## config.mk

```make
export PLATFORM = sky130hd
export DESIGN_NAME = router_sync_param
export DESIGN_NICKNAME = d
export VERILOG_FILES = /design/src/rtl/router_sync_param.sv
export SDC_FILE = /design/constraint.sdc
export NUM_CORES = 1
export LEC_CHECK = 0
export BUFFER_PORTS_ARGS = -buffer_cell sky130_fd_sc_hd__buf_4
export CAP_MARGIN = 20
export CORE_MARGIN = 1.5
export CORE_UTILIZATION = 47
export CTS_BUF_LIST = sky130_fd_sc_hd__clkbuf_4 sky130_fd_sc_hd__clkbuf_8
export DETAILED_ROUTE_END_ITERATION = 16
export HOLD_SLACK_MARGIN = 0.05
export PLACE_DENSITY = 0.76
export SLEW_MARGIN = 15
export SYNTH_ARGS = -nofsm -noshare
export SYNTH_HDL_FRONTEND = slang
export SYNTH_SLANG_ARGS = --single-unit
```

## constraint.sdc

```tcl
create_clock -name clock -period 1.15 [get_ports clock]
set_clock_uncertainty 0.2 [all_clocks]
set_input_delay 0.2875 -clock clock [delete_from_list [all_inputs] [get_ports clock]]
set_output_delay 0.2875 -clock clock [all_outputs]
set_load 0.01 [all_outputs]
```

## src/rtl/router_sync_param.sv

```systemverilog
// router_sync_param: write-side synchroniser for the N-channel router.
// Latches the packet address, steers FIFO writes, flags stalled readers.
module router_sync_param #(
    parameter int NUM_CH  = 3,
    parameter int ADDR_W  = 2,
    parameter int TIMEOUT = 30,
    parameter int SR_HOLD = 0,
    parameter int CNT_W   = $clog2(TIMEOUT + 1)
) (
    input  logic              clock,
    input  logic              resetn,
    input  logic [ADDR_W-1:0] data_in,
    input  logic              detect_add,
    input  logic [NUM_CH-1:0] full,
    input  logic [NUM_CH-1:0] empty,
    input  logic              write_enb_reg,
    input  logic [NUM_CH-1:0] read_enb,
    output logic [NUM_CH-1:0] write_enb,
    output logic              fifo_full,
    output logic [NUM_CH-1:0] vld_out,
    output logic [NUM_CH-1:0] soft_reset,
    output logic              addr_err
);

    localparam logic [ADDR_W:0]  NUM_CH_W = (ADDR_W + 1)'(NUM_CH);
    localparam logic [CNT_W-1:0] CNT_MAX  = CNT_W'(TIMEOUT - 1);
    localparam bit               HOLD     = (SR_HOLD != 0);

    logic [ADDR_W-1:0] addr_q;
    logic              addr_vld;
    logic [NUM_CH-1:0] addr_sel;
    logic              in_range;

    assign in_range = ({1'b0, data_in} < NUM_CH_W);

    always_ff @(posedge clock) begin
        if (!resetn) begin
            addr_q   <= '0;
            addr_vld <= 1'b0;
            addr_err <= 1'b0;
        end else begin
            addr_err <= detect_add && !in_range;
            if (detect_add) begin
                addr_q   <= data_in;
                addr_vld <= in_range;
            end
        end
    end

    // addr_sel stays all-zero for an out-of-range address, so bad packets
    // neither write nor stall the FSM.
    always_comb begin
        addr_sel = '0;
        for (int i = 0; i < NUM_CH; i++) begin
            addr_sel[i] = addr_vld && (addr_q == ADDR_W'(i));
        end
    end

    assign write_enb = write_enb_reg ? addr_sel : '0;
    assign fifo_full = |(full & addr_sel);
    assign vld_out   = ~empty;

    for (genvar i = 0; i < NUM_CH; i++) begin : g_ch
        logic [CNT_W-1:0] cnt;
        logic             sr_q;
        logic             stall;

        assign stall         = vld_out[i] & ~read_enb[i];
        assign soft_reset[i] = sr_q;

        always_ff @(posedge clock) begin
            if (!resetn) begin
                cnt  <= '0;
                sr_q <= 1'b0;
            end else if (HOLD && sr_q) begin
                // held flush: counter frozen until the FIFO drains
                cnt <= '0;
                if (!vld_out[i]) begin
                    sr_q <= 1'b0;
                end
            end else begin
                sr_q <= 1'b0;
                if (!stall) begin
                    cnt <= '0;
                end else if (cnt == CNT_MAX) begin
                    cnt  <= '0;
                    sr_q <= 1'b1;
                end else begin
                    cnt <= cnt + CNT_W'(1);
                end
            end
        end
    end

endmodule

```

== Word level (Yosys, flattened, before mapping) ==
Index checks and enable logic that the tools add are counted.

* Flip-flop bits (word level): 22
* Latch bits: 0
* Memory bits (writable): 0
* Memory bits (read-only): 0
* Bits of input ports: 15
* Output and inout port bits: 11
* Logic and storage cells: 47
* Memories: 0

* Add/sub/neg operators: 3
* Multipliers: 0
* Div/mod/pow operators: 0
* $lt $le $gt $ge: 1
* Equal/unequal tests: 5
* Shift operators: 0
* Multiplexer cells: 4
* Bitwise logic cells: 12
* Reductions and logical operators: 13

{| class="wikitable"
|+ Operators by type and width
! operator !! number
|-
| $add A5 B1 Y5 const B || 3
|-
| $eq A5 B5 Y1 const B || 3
|-
| $reduce_or A3 Y1 || 4
|-
| $not A1 Y1 || 7
|-
| $reduce_and A2 Y1 || 3
|-
| $logic_and A1 B1 Y1 || 4
|-
| $and A1 B1 Y1 || 3
|-
| $and A3 B3 Y3 || 1
|-
| $mux W1 || 3
|-
| $mux W3 || 1
|-
| $not A3 Y3 || 1
|-
| $eq A2 B1 Y1 const B || 1
|-
| $eq A2 B2 Y1 const B || 1
|-
| $logic_not A2 Y1 || 1
|-
| $lt A2 B2 Y1 const B || 1
|-
| $logic_not A1 Y1 || 1
|}

== Depth between registers and ports, before layout ==
Gate-level depths: netlist of run 1.

* Word-level depth: 4
* Mapped depth: 5
* Mapped depth without buffers: 5

== Worst setup path before layout of run 1 ==
No wires, ideal clock.

* Path kind: reg-to-output
* Start point: register addr_q[1]
* End point: output fifo_full
* Data arrival time: 0.795 ns
* Slack: -0.132 ns
* Stages on the path, launching flop included: 4
* Buffers on the path: 0
* Cell sequence: dfxtp_1 mux2i_1 o21ai_0 and2_1

* Word-level cells in the longest chain between the ends: 4
* Elaborated cells on any way between the ends: 8
* Classes of those cells: eq/ne (2); bitwise (1); reduce/logical (5)

{| class="wikitable"
|+ RTL lines
! item !! line !! text
|-
| start, declared || 29 || <nowiki>logic [ADDR_W-1:0] addr_q;</nowiki>
|-
| start signal, assigned || 44 || <nowiki>addr_q <= data_in;</nowiki>
|-
| $eq A2 B1 Y1 (tied with other cells) || 55 || <nowiki>addr_sel[i] = addr_vld && (addr_q == ADDR_W'(i));</nowiki>
|-
| $logic_and A1 B1 Y1 || 55 ||
|-
| $and A3 B3 Y3 (*) || 60 || <nowiki>assign fifo_full = |(full & addr_sel);</nowiki>
|-
| $reduce_or A3 Y1 (*) || 60 ||
|-
| end, declared || 19 || <nowiki>output logic fifo_full,</nowiki>
|}

Every way passes the cells marked *; elsewhere a longest branch is shown, timed or not.

== Final worst setup path of run 1 ==
Same ends and word-level chain as after synthesis.

==> results of run 1 <==
==> layout make-up <==
| cell class | count | area, sq um |
|---|---|---|
| multi-input cells | 63 | 532 |
| clock buffers | 3 | 22.5 |
| inverters | 6 | 22.5 |
| clock inverters | 1 | 30.0 |
| fillers | 89 | 365 |
| flip-flops and latches | 22 | 467 |
| well taps | 25 | 31.3 |
| repair buffers | 37 | 313 |
==> routing by layer <==
metal  part of all wire, %  vias to the layer above  global-route usage (%)
met1                    38                      380                    22.1
met3                   4.2                       11                    4.62
met2                    55                       27                    50.0
met5                     0                        -                       0
li1                      -                      385                       -
met4                   2.6                        0                    9.44
==> kinds of logic (layout without fill, tap and decap cells) <==
kind of cell    after synthesis  in the layout
simple gates                 42             42
flops                        22             22
xor+xnor                      9              9
buf+inv                       9             47
fa+ha+maj                     6              6
compound gates                3              3
mux                           3              3
==> power by group through the flow <==
stage / clock (uW) / combinational [uW] / sequential [uW]
finish: 595 / 179 / 789
detailed placement: 0 / 131 / 804
global placement: 0 / 128 / 803
CTS: 606 / 158 / 789
global route: 626 / 188 / 791
floorplan: 0 / 48.8 / 804
==> cells in the mapped netlist, drive strengths merged <==
cell / n / area share, %
nand2: 3 / 1.8
xor2: 6 / 5.7
xnor2: 3 / 2.8
buf: 3 / 2.4
dfxtp: 22 / 48
nor2b: 4 / 2.7
a31oi: 1 / 0.68
nand3: 7 / 3.8
ha: 6 / 8.1
mux2i: 3 / 3.3
nand3b: 1 / 0.81
and2: 1 / 0.68
and4: 1 / 0.95
o21ai: 2 / 1.1
nor2: 16 / 6.5
nor4b: 1 / 1.6
inv: 6 / 2.4
nor3: 1 / 0.54
nor3b: 4 / 4.3
nand4: 3 / 2.0
==> registers in the layout, summed over array words and instances, names as in the netlist <==
name / flops
addr_q: 2
addr_vld: 1
addr_err: 1
g_ch.sr_q: 3
g_ch.cnt: 15
==> path summary, 6_finish.rpt <==
| path | to | start | slack [ns] |
|---|---|---|---|
| min | g_ch[0].sr_q | read_enb[0] | -0.06 |
| max | fifo_full | addr_q[1] | -0.60 |
| min reg2reg | g_ch[2].cnt[1] | g_ch[2].cnt[0] | 0.35 |
| max reg2reg | g_ch[0].cnt[1] | g_ch[0].cnt[1] | -0.10 |
==> cell usage in the layout (no fill, tap or decap), types with 2 or more instances in the layout <==
cell type                        n
sky130_fd_sc_hd__xor2_1          6
sky130_fd_sc_hd__inv_1           3
sky130_fd_sc_hd__clkbuf_4        3
sky130_fd_sc_hd__nor2_1         10
sky130_fd_sc_hd__nand3_1         6
sky130_fd_sc_hd__ha_4            3
sky130_fd_sc_hd__nand2_2         2
sky130_fd_sc_hd__xnor2_1         3
sky130_fd_sc_hd__buf_4          27
sky130_fd_sc_hd__nor2b_1         4
sky130_fd_sc_hd__mux2i_1         2
sky130_fd_sc_hd__nand4_1         3
sky130_fd_sc_hd__nor3b_2         4
sky130_fd_sc_hd__dfxtp_1         9
sky130_fd_sc_hd__dlygate4sd3_1   3
sky130_fd_sc_hd__inv_2           3
sky130_fd_sc_hd__dfxtp_4         4
sky130_fd_sc_hd__ha_2            3
sky130_fd_sc_hd__buf_6           6
sky130_fd_sc_hd__dfxtp_2         9
sky130_fd_sc_hd__nor2_2          6
==> critical path, delay by kind of cell (launching register included) <==
kind                   cells  cell delay, ns
muxes                      1            0.24
and+or+nand+nor            1            0.14
DFF                        1            0.38
buffers and inverters      1            0.11
AOI/OAI and AO/OA          1            0.10
==> through the flow <==
stage,instances,instance area (sq um)
2_1_floorplan,94,927
3_3_place_gp,146,1160
3_5_place_dp,146,1160
4_1_cts,157,1370
5_1_grt,157,1420
6_report,157,1420
==> repair_timing <==
action                                 CTS  global route
gates resized for setup                 32            16
pin swaps                               11            10
setup buffers                            3             2
setup endpoints to repair               24            27
endpoints found under the hold margin    6             3
==> impl_summary.md, run 1 <==
Worst setup path
The critical path capture point type is an output port. In this run the worst path has a maximum fanout of 3. The startpoint-to-endpoint class of the critical path is flop to output port.

The critical-path cell with the highest stage delay is sky130_fd_sc_hd__dfxtp_4. The largest single stage delay on the critical path is about 0.38 ns. At the worst endpoint, the required time is ~0.66 ns.

The depth of the worst register-to-register path is 5. Data on the critical path arrives at its endpoint at roughly 1.3 ns. Traced cell by cell, the critical path runs through mux2i_2, o21ai_1, and2_4, buf_6. The type of origin of the critical path is a flop.

Pwr
The cell-internal power is ~1200 uW. The maximum VDD drop is 0.000822 V. The net switching power is about 340 uW. Sequential cells account for 50.5% of the total power. The switching power as a share of total power is between 20 and 25%. The leakage component of the power is 0.000582 uW. Per report_power, the combinational group accounts for between 10 and 15% of the total.

The relative contribution of the clock network to total power is approximately two fifths. Dividing total power by cell area gives a power density of 1100 nW/um^2. The total power after layout is 1560 uW.

Detailed routing
The violation count after the first detailed-route iteration is 4. The detailed-route via count is ~800. The remaining antenna violation count after routing is 0.

For this block, the routed nets add up to ~2600 um of wire. In the final routed layout, each cell accounts on average for roughly 17 um. After detailed routing, the number of remaining DRC violations is 0. The pre-antenna-repair detailed-routing pass consisted of 4 iterations. The via density per instance is ~5.1.

Floorplanning
26 I/O pins were placed. The die outline area is between 2000 and 2500 sq um. The die is around 47 um wide. The core box area is approximately 1800 sq um. For this configuration, the core starts out at a cell density of 51.8%.

The standard-cell row count is 15. The die extent in y is 47.3 um.

Timing
On the final layout, the worst hold slack is -0.0574 ns. The max-slew violation count came to 0. Setup repair after global routing could not meet its margin everywhere. Across all setup checks in the final design, the least slack found is -0.599 ns.

The count of final hold-check violations is 1. The period utilization is 152%. The pin slew with the least headroom to its limit is 0.240 ns.

Static timing analysis puts the maximum clock frequency at between 500 and 600 MHz. The worst max-slew margin expressed relative to the limit is 83.9%. For the final routed database, the setup TNS stands at -3.56 ns.

The shortest clock period the worst path allows after layout is ~1.7 ns. The number of setup violations in the final report is 25.

Synthesis
The synthesized-area fraction occupied by ao, oa, aoi and oai cells is between 1.5 and 2%. The combined area of all synthesized cells is around 920 sq um. The portion of synthesized area spent on multiplexers is under 10%. Synthesis produced 94 cells. After Yosys synthesis, and, or, nand and nor cells account for between 20% and 30% of the synthesized area.

The sequential cell area fraction in the yosys report is roughly 48%. The area share of fa/ha/maj cells after synthesis is under 10%. The total number of yosys warnings is 0. The average footprint of a synthesized cell is just under 10 sq um. After synthesis, the netlist uses 22 different library cells.

After Yosys synthesis, XOR and XNOR cells account for under 10% of the synthesized area. Counting flops and latches in the post-synthesis netlist gives 22. The net count of the mapped netlist is 115. The largest family of logic cells by synthesized area is simple AND/OR/NAND/NOR gates.

Global route
The aggregate global routing overflow is 0. The via count of the first global-routing pass is just under 900. The first global-routing pass estimated 3670 um of wire. Entering global routing, the biggest net connects 14 pins. The total track usage is around a quarter. The number of antenna violations at the first check in global routing came to 0.

CTS
The latest clock arrival within the worst-skew pair is between 0.3 and 0.4 ns. The master cell of the clock root buffer is sky130_fd_sc_hd__clkbuf_4. The clock sink count is 22. The deepest clock path buffer count is 2. TritonCTS built the clock tree.

Hold repair after CTS inserted 4 buffers. Clock-pin slew was measured on the worst setup and hold paths at 0.11 ns. In this run the number of H-tree levels came out at 1. The number of clock buffers added by TritonCTS is 3.

Min path
The min-delay analysis places its worst path in the category primary input to flop. The number of instances on the worst hold path is 2.

Outcome
The flow ran to the end, but the final reports show violations. The checks that failed: negative hold slack, negative setup slack.

Cells and area
The layout-stage area growth over the synthesis result is 53.5%. The repair_antennas step left the layout with diodes totalling 0. For this run, the post-layout net count is roughly 150. In the final layout, the share of cells above drive strength 1 is 58.3%.

Measured on the finished design, the core utilization comes to approximately 80%.

Placed design
The pre-CTS setup slack is -0.232 ns. Port buffering added 25 buffers. At the end of routability-driven placement, the weighted congestion stood at 0.713. The HPWL after detailed placement is roughly 1200 um.

Flow run
Across the run, the number of max-cap violations was 0.
(Power assumes the default switching activity.)
==> run 2, diff against run 1 <==
--- a/config.mk
+++ b/config.mk
@@ -5,14 +5,17 @@
 export SDC_FILE = /design/constraint.sdc
 export NUM_CORES = 1
 export LEC_CHECK = 0
+export ABC_AREA = 1
 export BUFFER_PORTS_ARGS = -buffer_cell sky130_fd_sc_hd__buf_4
 export CAP_MARGIN = 20
+export CELL_PAD_IN_SITES_DETAIL_PLACEMENT = 0
+export CELL_PAD_IN_SITES_GLOBAL_PLACEMENT = 2
 export CORE_MARGIN = 1.5
-export CORE_UTILIZATION = 47
+export CORE_UTILIZATION = 27
 export CTS_BUF_LIST = sky130_fd_sc_hd__clkbuf_4 sky130_fd_sc_hd__clkbuf_8
 export DETAILED_ROUTE_END_ITERATION = 16
 export HOLD_SLACK_MARGIN = 0.05
-export PLACE_DENSITY = 0.76
+export PLACE_DENSITY_LB_ADDON = 0.1
 export SLEW_MARGIN = 15
 export SYNTH_ARGS = -nofsm -noshare
 export SYNTH_HDL_FRONTEND = slang
==> impl_summary.md, run 2 <==
Global route
In this run the most used layer during global routing was met2. The first-pass GRT wire length is 3640 um (-0.93%). The met3 routing resource usage after global routing came to 4.23% (-0.39 points). The maximum number of pins on one net before global-route repair is 13 (-1).

The global-route track usage on met1 is 12.5% (-9.6 points). The number of antenna violations at the first check in global routing was 0 (unchanged). The met2 global-route usage is 20.4% (-30 points). The via count of the first global-routing pass is 919 (+5.5%). The total track usage is 11.3% (-13 points). The aggregate global routing overflow is 0 (unchanged).

Synthesis
The average footprint of a synthesized cell is 7.76 sq um (-21%). The total number of yosys warnings is 0 (unchanged). The leading area contributor after synthesis is sky130_fd_sc_hd__dfxtp_1. For this run, the leading register cell type out of synthesis is sky130_fd_sc_hd__dfxtp_1. The share of flip-flops with an asynchronous set or reset is 0% (unchanged).

The count of flip-flops with a built-in enable after synthesis was 0 (unchanged). The fraction of synthesized cell area taken by the top area cell type is 44.0% (-3.7 points). The commonest cells after synthesis are sky130_fd_sc_hd__nor2_1 (24), sky130_fd_sc_hd__dfxtp_1 (22), sky130_fd_sc_hd__inv_1 (18), sky130_fd_sc_hd__nand2_1 (18), sky130_fd_sc_hd__nand4_1 (11).

The instance count of the mapped netlist is 129 (+37%). The count of different cell masters after synthesis is 18 (-18%). The combined area of all synthesized cells is 1000 sq um (+8.4%). The flip-flop and latch count after synthesis came to 22 (unchanged).

The net count of the mapped netlist is 150 (+30%). The most common cell in the synthesized netlist is sky130_fd_sc_hd__nor2_1. After synthesis, the cell types taking the most area are sky130_fd_sc_hd__dfxtp_1 (44%), sky130_fd_sc_hd__nor2_1 (9.0%), sky130_fd_sc_hd__ha_1 (7.5%). The sequential cell area fraction in the yosys report is 44.0% (-3.7 points).

Detailed routing
The via density per instance is 4.33 (-15%). The violation count after the first detailed-route iteration is 38 (+34). The routed wire length is 2100 um (-20%). The number of remaining DRC errors came to 0 (unchanged). The detailed-route via count is 943 (+17%). The total iterations of the first detailed-routing run is 4 (unchanged). The average routed wire per standard cell is 9.61 um (-42%). The remaining antenna violation count after routing is 0 (unchanged).

Worst setup path
The biggest fanout along the worst timing path is 4 (+1). The critical-path cell with the highest stage delay is sky130_fd_sc_hd__dfxtp_4. The critical register-to-register path endpoint is g_ch[0].cnt[2]. The worst setup path startpoint is addr_q[1].

The critical path data required time was 0.66 ns (about the same). The register-to-register setup slack came to -0.01 ns (+0.09 ns). The critical path goes through inv_4, nand4_1, nand3_1, buf_4. The startpoint-to-endpoint class of the critical path is flop to output port.

In this run the critical register-to-register path is launched from g_ch[0].cnt[1]. The depth of the worst register-to-register path is 4 (-1). The delay of the slowest critical-path stage is 0.38 ns (about the same).

The critical path capture point type is an output port. STA classifies the critical path startpoint as a flop. The destination of the critical timing path is fifo_full. The data arrival time of the critical path was 0.98 ns (-0.28 ns).

Floorplanning
The standard-cell row count was 21 (+6). The core box area came to 3440 sq um (+93%). The die extent in y is 63.9 um (+35%). The number of top-level pins is 26 (unchanged).

The initial core utilization came to 29.1% (-23 points). The overall die width is 63.9 um (+35%). The die outline area is 4080 sq um (+82%).

Timing
The worst setup slack after layout is -0.320 ns (+0.279 ns). Setup repair after global routing could not meet its margin everywhere. The peak clock frequency supported by timing is 680 MHz (+19%).

The max-slew violation count was 0 (unchanged). The pin slew with the least headroom to its limit is 0.181 ns (-0.0584 ns). The shortest clock period the worst path allows after layout is 1.47 ns (-0.279 ns). The period utilization was 128% (-24 points).

The number of setup violations in the final report is 11 (-56%). The count of final hold-check violations is 0 (-1). The worst max-slew margin expressed relative to the limit came to 87.8% (+4.0 points).

Cells and area
The number of flip-flops under the largest register name is 15 (unchanged). The fill cell total of the finished layout is 353 (+300%). The sequential cell area is 474 sq um (+1.6%). The final core area utilization came to 46.0% (-33 points).

The area taken by multi-input logic gates was 563 sq um (+5.9%). Leaving out fill and tap cells, the most frequent cell in the layout is sky130_fd_sc_hd__buf_4. The register name with the most flops is g_ch.cnt.

The number of antenna cells inserted is 0 (unchanged). The ratio of cells with drive above 1 in the final layout was 47.7% (-11 points). The layout net count is 194 (+26%). The finished layout cell area came to 1580 sq um (+12%). The layout-stage area growth over the synthesis result is 58.3%. The top cell types in the final layout, fill and taps aside, are sky130_fd_sc_hd__buf_4 (34), sky130_fd_sc_hd__nor2_1 (21), sky130_fd_sc_hd__nand2_1 (16). The largest registers in the layout are g_ch.cnt: 15 flops, g_ch.sr_q: 3 flops, addr_q: 2 flops.

Pwr
The cell-internal power is 1160 uW (-5.5%). The maximum VDD drop is 0.000780 V (-5.0%). The sequential cell fraction of total power was 52.7% (+2.2 points). The relative contribution of combinational cells to total power is 10.4% (-1.1 points). The leakage component of the power is 0.000683 uW (+17%). The switching power as a share of total power is 22.4% (+0.92 points).

The relative contribution of the clock network to total power is 37.0% (-1.1 points). The net switching power is 336 uW (-0.28%). The power density relative to cell area came to 944 nW/um^2 (-14%).

Placed design
The standard cell area after detailed placement is 1330 sq um (+14%). The count of buffers inserted at the top-level ports came to 25 (unchanged). The post-DP HPWL was 1560 um (+28%). The routability-driven placement congestion ratio is 0.768 (+7.7%).

CTS
TritonCTS built the clock tree. The clock sink count is 22 (unchanged). The clock slew seen by the registers of the worst setup and hold paths is 0.08 ns (-0.03 ns). The tree is rooted in a sky130_fd_sc_hd__clkbuf_8. The TritonCTS buffer count is 3 (unchanged). The latest clock arrival within the worst-skew pair is 0.26 ns (-0.06 ns). The count of H-tree levels built during CTS was 1 (unchanged).

The deepest clock path buffer count is 2 (unchanged).

Flow run
The number of violations of the max-capacitance limit is 0 (unchanged).

Outcome
The checks that failed: negative setup slack. The run finished, with violations left.

Min path
The type of the tightest min-delay check is primary input to flop.
-- run 2: repair_timing --
| item | 4_1_cts | 5_1_grt |
|---|---|---|
| endpoints found under the hold margin | 2 | 0 |
| setup buffers | 1 | 1 |
| pin swaps | 6 | 9 |
| gates resized for setup | 30 | 23 |
| endpoints found under the setup margin | 24 | 25 |
| hold buffers | 2 | 0 |
| cloned | 0 | 0 |
-- run 2: kinds of logic (layout without fill, tap and decap cells) --
kind of cell / count (synthesis) / count (layout) / share of synthesized area [%]
AO/OA/AOI/OAI: 4 / 4 / 2.25
adder cells (fa/ha/maj): 6 / 6 / 7.50
flip-flops: 22 / 22 / 44.0
buffers and inverters: 23 / 66 / 9.75
AND/OR/NAND/NOR: 71 / 71 / 33.9
XOR/XNOR: 3 / 3 / 2.63
-- run 2: layer usage --
layer | up-vias | wire length, um
li1 | 493 | -
met1 | 430 | 857
met2 | 18 | 1120
met3 | 2 | 95
met4 | 0 | 19
met5 | - | 0
-- run 2: layout make-up --
type                    instances  share of cell area (%)
inverters                      20                    5.21
flip-flops and latches         22                    29.9
clock buffers                   4                    3.48
repair buffers                 42                    22.2
well taps                      46                    3.63
multi-input cells              84                    35.5
-- run 2: worst min-delay path by stage --
stage	from	end	slack, ns	cells past startpoint
2_1_floorplan	read_enb[2]	g_ch[2].sr_q	0.17	1
3_3_place_gp	g_ch[0].cnt[0]	g_ch[0].cnt[0]	0.25	1
3_5_place_dp	read_enb[2]	g_ch[2].sr_q	0.27	2
4_1_cts	empty[2]	g_ch[2].sr_q	0.09	4
5_1_grt	detect_add	addr_q[0]	0.1	3
6_report	empty[2]	g_ch[2].sr_q	0.10	4
-- run 2: power groups by stage --
| stage | clock network (uW) | registers (uW) | logic, uW |
|---|---|---|---|
| 3_5_place_dp | 0 | 806 | 137 |
| 6_report | 552 | 787 | 155 |
| 5_1_grt | 617 | 791 | 172 |
| 4_1_cts | 589 | 792 | 152 |
| 3_3_place_gp | 0 | 805 | 135 |
| 2_1_floorplan | 0 | 805 | 52.3 |
-- run 2: metrics by stage --
stage / hold slack [ns] / instances / TNS, ns / power, uW / setup slack [ns]
after floorplan: 0.167 / 129 / 0 / 857 / 0.0146
after global placement: 0.247 / 211 / -0.866 / 940 / -0.0755
after detailed placement: 0.266 / 211 / -1.07 / 943 / -0.0986
after CTS: 0.0896 / 218 / -1.40 / 1530 / -0.326
after global routing: 0.0960 / 218 / -2.26 / 1580 / -0.393
final: 0.104 / 218 / -1.31 / 1490 / -0.320
-- run 2: worst max-delay path, delay by kind of cell (launching register included) --
kind | cells | cell delay, ns
buf+inv | 2 | 0.19
flops | 1 | 0.38
simple gates | 2 | 0.15
==> run 3, diff against run 2 <==
--- a/config.mk
+++ b/config.mk
@@ -15,6 +15,7 @@
 export CTS_BUF_LIST = sky130_fd_sc_hd__clkbuf_4 sky130_fd_sc_hd__clkbuf_8
 export DETAILED_ROUTE_END_ITERATION = 16
 export HOLD_SLACK_MARGIN = 0.05
+export MAX_ROUTING_LAYER = met4
 export PLACE_DENSITY_LB_ADDON = 0.1
 export SLEW_MARGIN = 15
 export SYNTH_ARGS = -nofsm -noshare
==> impl_summary.md, run 3 (same netlist as run 2, synthesis figures left out) <==
Global route
The number of antenna violations at the first check in global routing is 0 (unchanged). The maximum number of pins on one net before global-route repair came to 13 (unchanged). The total track usage is 11.6% (+0.31 points). The first-pass GRT wire length was 3640 um (unchanged).

The aggregate global routing overflow is 0 (unchanged). The via count of the first global-routing pass was 919 (unchanged).

Timing
The max-slew violation count is 0 (unchanged). The period utilization was 128% (unchanged). Setup repair after global routing could not meet its margin everywhere. The peak clock frequency supported by timing is 680 MHz (unchanged). The shortest clock period the worst path allows after layout is 1.47 ns (unchanged). The worst setup slack after layout came to -0.320 ns (unchanged). The minimum hold slack is 0.104 ns (-0.0000230 ns).

The pin slew with the least headroom to its limit is 0.181 ns (unchanged). The count of final hold-check violations is 0 (unchanged). The number of setup violations in the final report is 11 (unchanged). The worst max-slew margin expressed relative to the limit came to 87.8% (unchanged).

Cells and area
The non-filler instance count after layout was 218 (unchanged). The number of antenna cells inserted was 0 (unchanged). The largest registers in the layout are g_ch.cnt: 15 flops, g_ch.sr_q: 3 flops, addr_q: 2 flops. The finished layout cell area is 1580 sq um (unchanged). The register name with the most flops is g_ch.cnt. The layout net count is 194 (unchanged). In the layout the commonest cells are sky130_fd_sc_hd__buf_4 (34), sky130_fd_sc_hd__nor2_1 (21), sky130_fd_sc_hd__nand2_1 (16).

The number of flip-flops under the largest register name came to 15 (unchanged). The ratio of cells with drive above 1 in the final layout is 47.7% (unchanged). The layout-stage area growth over the synthesis result is 58.3% (unchanged). The commonest non-fill, non-tap cell in the layout is sky130_fd_sc_hd__buf_4.

Detailed routing
The via density per instance is 4.33 (unchanged). The total iterations of the first detailed-routing run is 4 (unchanged). The violation count after the first detailed-route iteration is 50 (+32%). The met3 wire length is 95 um (unchanged).

The detailed-route via count is 943 (unchanged). The routed wire length is 2100 um (unchanged). The remaining antenna violation count after routing was 0 (unchanged). The number of remaining DRC errors is 0 (unchanged).

The routed length on met1 came to 856 um (-0.12%). The average routed wire per standard cell was 9.61 um (unchanged). The top layer reached by signal wires is met4.

The total met2 wirelength after detailed routing came to 1120 um (unchanged).

Worst setup path
The critical-path cell with the highest stage delay is sky130_fd_sc_hd__dfxtp_4. The number of buffers and inverters on the critical path came to 2 (unchanged). The delay of the slowest critical-path stage is 0.38 ns (about the same). The kind of cell adding the most delay to the critical path is flip-flops. The worst setup path is launched from a flop.

The count of cell instances traversed by the critical path is 4 (unchanged). The depth of the worst register-to-register path is 4 (unchanged). Traced cell by cell, the critical path runs through inv_4, nand4_1, nand3_1, buf_4. The register-to-register setup slack is -0.01 ns (about the same). The critical path data required time was 0.66 ns (about the same). The data arrival time of the critical path was 0.98 ns (about the same). The startpoint-to-endpoint class of the critical path is flop to output port.

The biggest fanout along the worst timing path is 4 (unchanged). The worst setup path is captured at an output port.

CTS
The deepest clock path buffer count was 2 (unchanged). The latest clock arrival within the worst-skew pair is 0.26 ns (about the same). The master cell of the clock root buffer is sky130_fd_sc_hd__clkbuf_8.

The TritonCTS clock tree is built. The clock sink count came to 22 (unchanged). The TritonCTS buffer count is 3 (unchanged). The count of H-tree levels built during CTS is 1 (unchanged). The clock slew seen by the registers of the worst setup and hold paths is 0.08 ns (about the same).

Pwr
The power density relative to cell area is 944 nW/um^2 (about the same). The maximum VDD drop is 0.000780 V (about the same). The leakage component of the power is 0.000683 uW (unchanged).

Placed design
The standard cell area after detailed placement is 1330 sq um (unchanged). The post-DP HPWL is 1560 um (unchanged). The count of buffers inserted at the top-level ports came to 25 (unchanged).

The total instance count after detailed placement is 211 (unchanged). The routability-driven placement congestion ratio was 0.778 (+1.3%).

Min path
The number of instances on the worst hold path is 4 (unchanged). In this run the worst hold path is classified as primary input to flop.

Outcome
The checks that failed: negative setup slack. The run finished, with violations left.

Floorplanning
The die extent in y is 63.9 um (unchanged). The core box area is 3440 sq um (unchanged). The initial core utilization is 29.1% (unchanged). The overall die width is 63.9 um (unchanged).

The standard-cell row count is 21 (unchanged). The die outline area is 4080 sq um (unchanged). The number of top-level pins is 26 (unchanged).

Flow run
The number of violations of the max-capacitance limit is 0 (unchanged).
-- run 3: cell counts in the layout (fill, tap and decap cells not counted) --
Identical to the previous run, type by type.
-- run 3: final timing paths --
kind | from | end
worst max-delay path | addr_q[1] | fifo_full
worst min register to register | g_ch[2].cnt[0] | g_ch[2].cnt[0]
worst min-delay path | empty[2] | g_ch[2].sr_q
worst max register to register | g_ch[0].cnt[1] | g_ch[0].cnt[2]
-- run 3: final cells by class --
cell class	count	area (sq um)
Multi-Input combinational cell	84	563
Clock buffer	4	55.1
Fill cell	353	1860
Inverter	20	82.6
Sequential cell	22	474
Timing Repair Buffer	42	352
Tap cell	46	57.6
-- run 3: worst register-to-register path, cell delays in order (launching register included) --
cell                      delay (ns)
sky130_fd_sc_hd__dfxtp_4        0.36
sky130_fd_sc_hd__buf_12         0.12
sky130_fd_sc_hd__ha_4           0.16
sky130_fd_sc_hd__xnor2_2        0.16
sky130_fd_sc_hd__nor2_1         0.06
-- run 3: layer usage --
layer / up-vias / GRT usage, %
met5: - / -
met4: 0 / 2.45
met3: 2 / 4.23
met2: 18 / 20.4
met1: 430 / 12.5
li1: 493 / -
-- run 3: report_power, final --
group / switching (uW) / leakage (uW) / internal, uW
registers: 20.7 / 0.000186 / 766
logic: 67.2 / 0.000468 / 87.8
clock network: 248 / 0.0000288 / 305
-- run 3: metrics by stage --
step / utilization (%) / setup slack (ns) / power, uW / TNS (ns)
2_1_floorplan: - / 0.0146 / 857 / 0
3_3_place_gp: 38.6 / -0.0755 / 940 / -0.866
3_5_place_dp: 38.6 / -0.0986 / 943 / -1.07
4_1_cts: 43.3 / -0.326 / 1530 / -1.40
5_1_grt: 46.0 / -0.393 / 1580 / -2.26
6_report: 46.0 / -0.320 / 1490 / -1.31
-- run 3: what timing repair did --
action / in CTS / in global routing
resized for setup: 30 / 23
hold endpoints to repair: 2 / 0
pin swaps: 6 / 9
setup buffers: 1 / 1
endpoints found under the setup margin: 24 / 25
hold buffers: 2 / 0
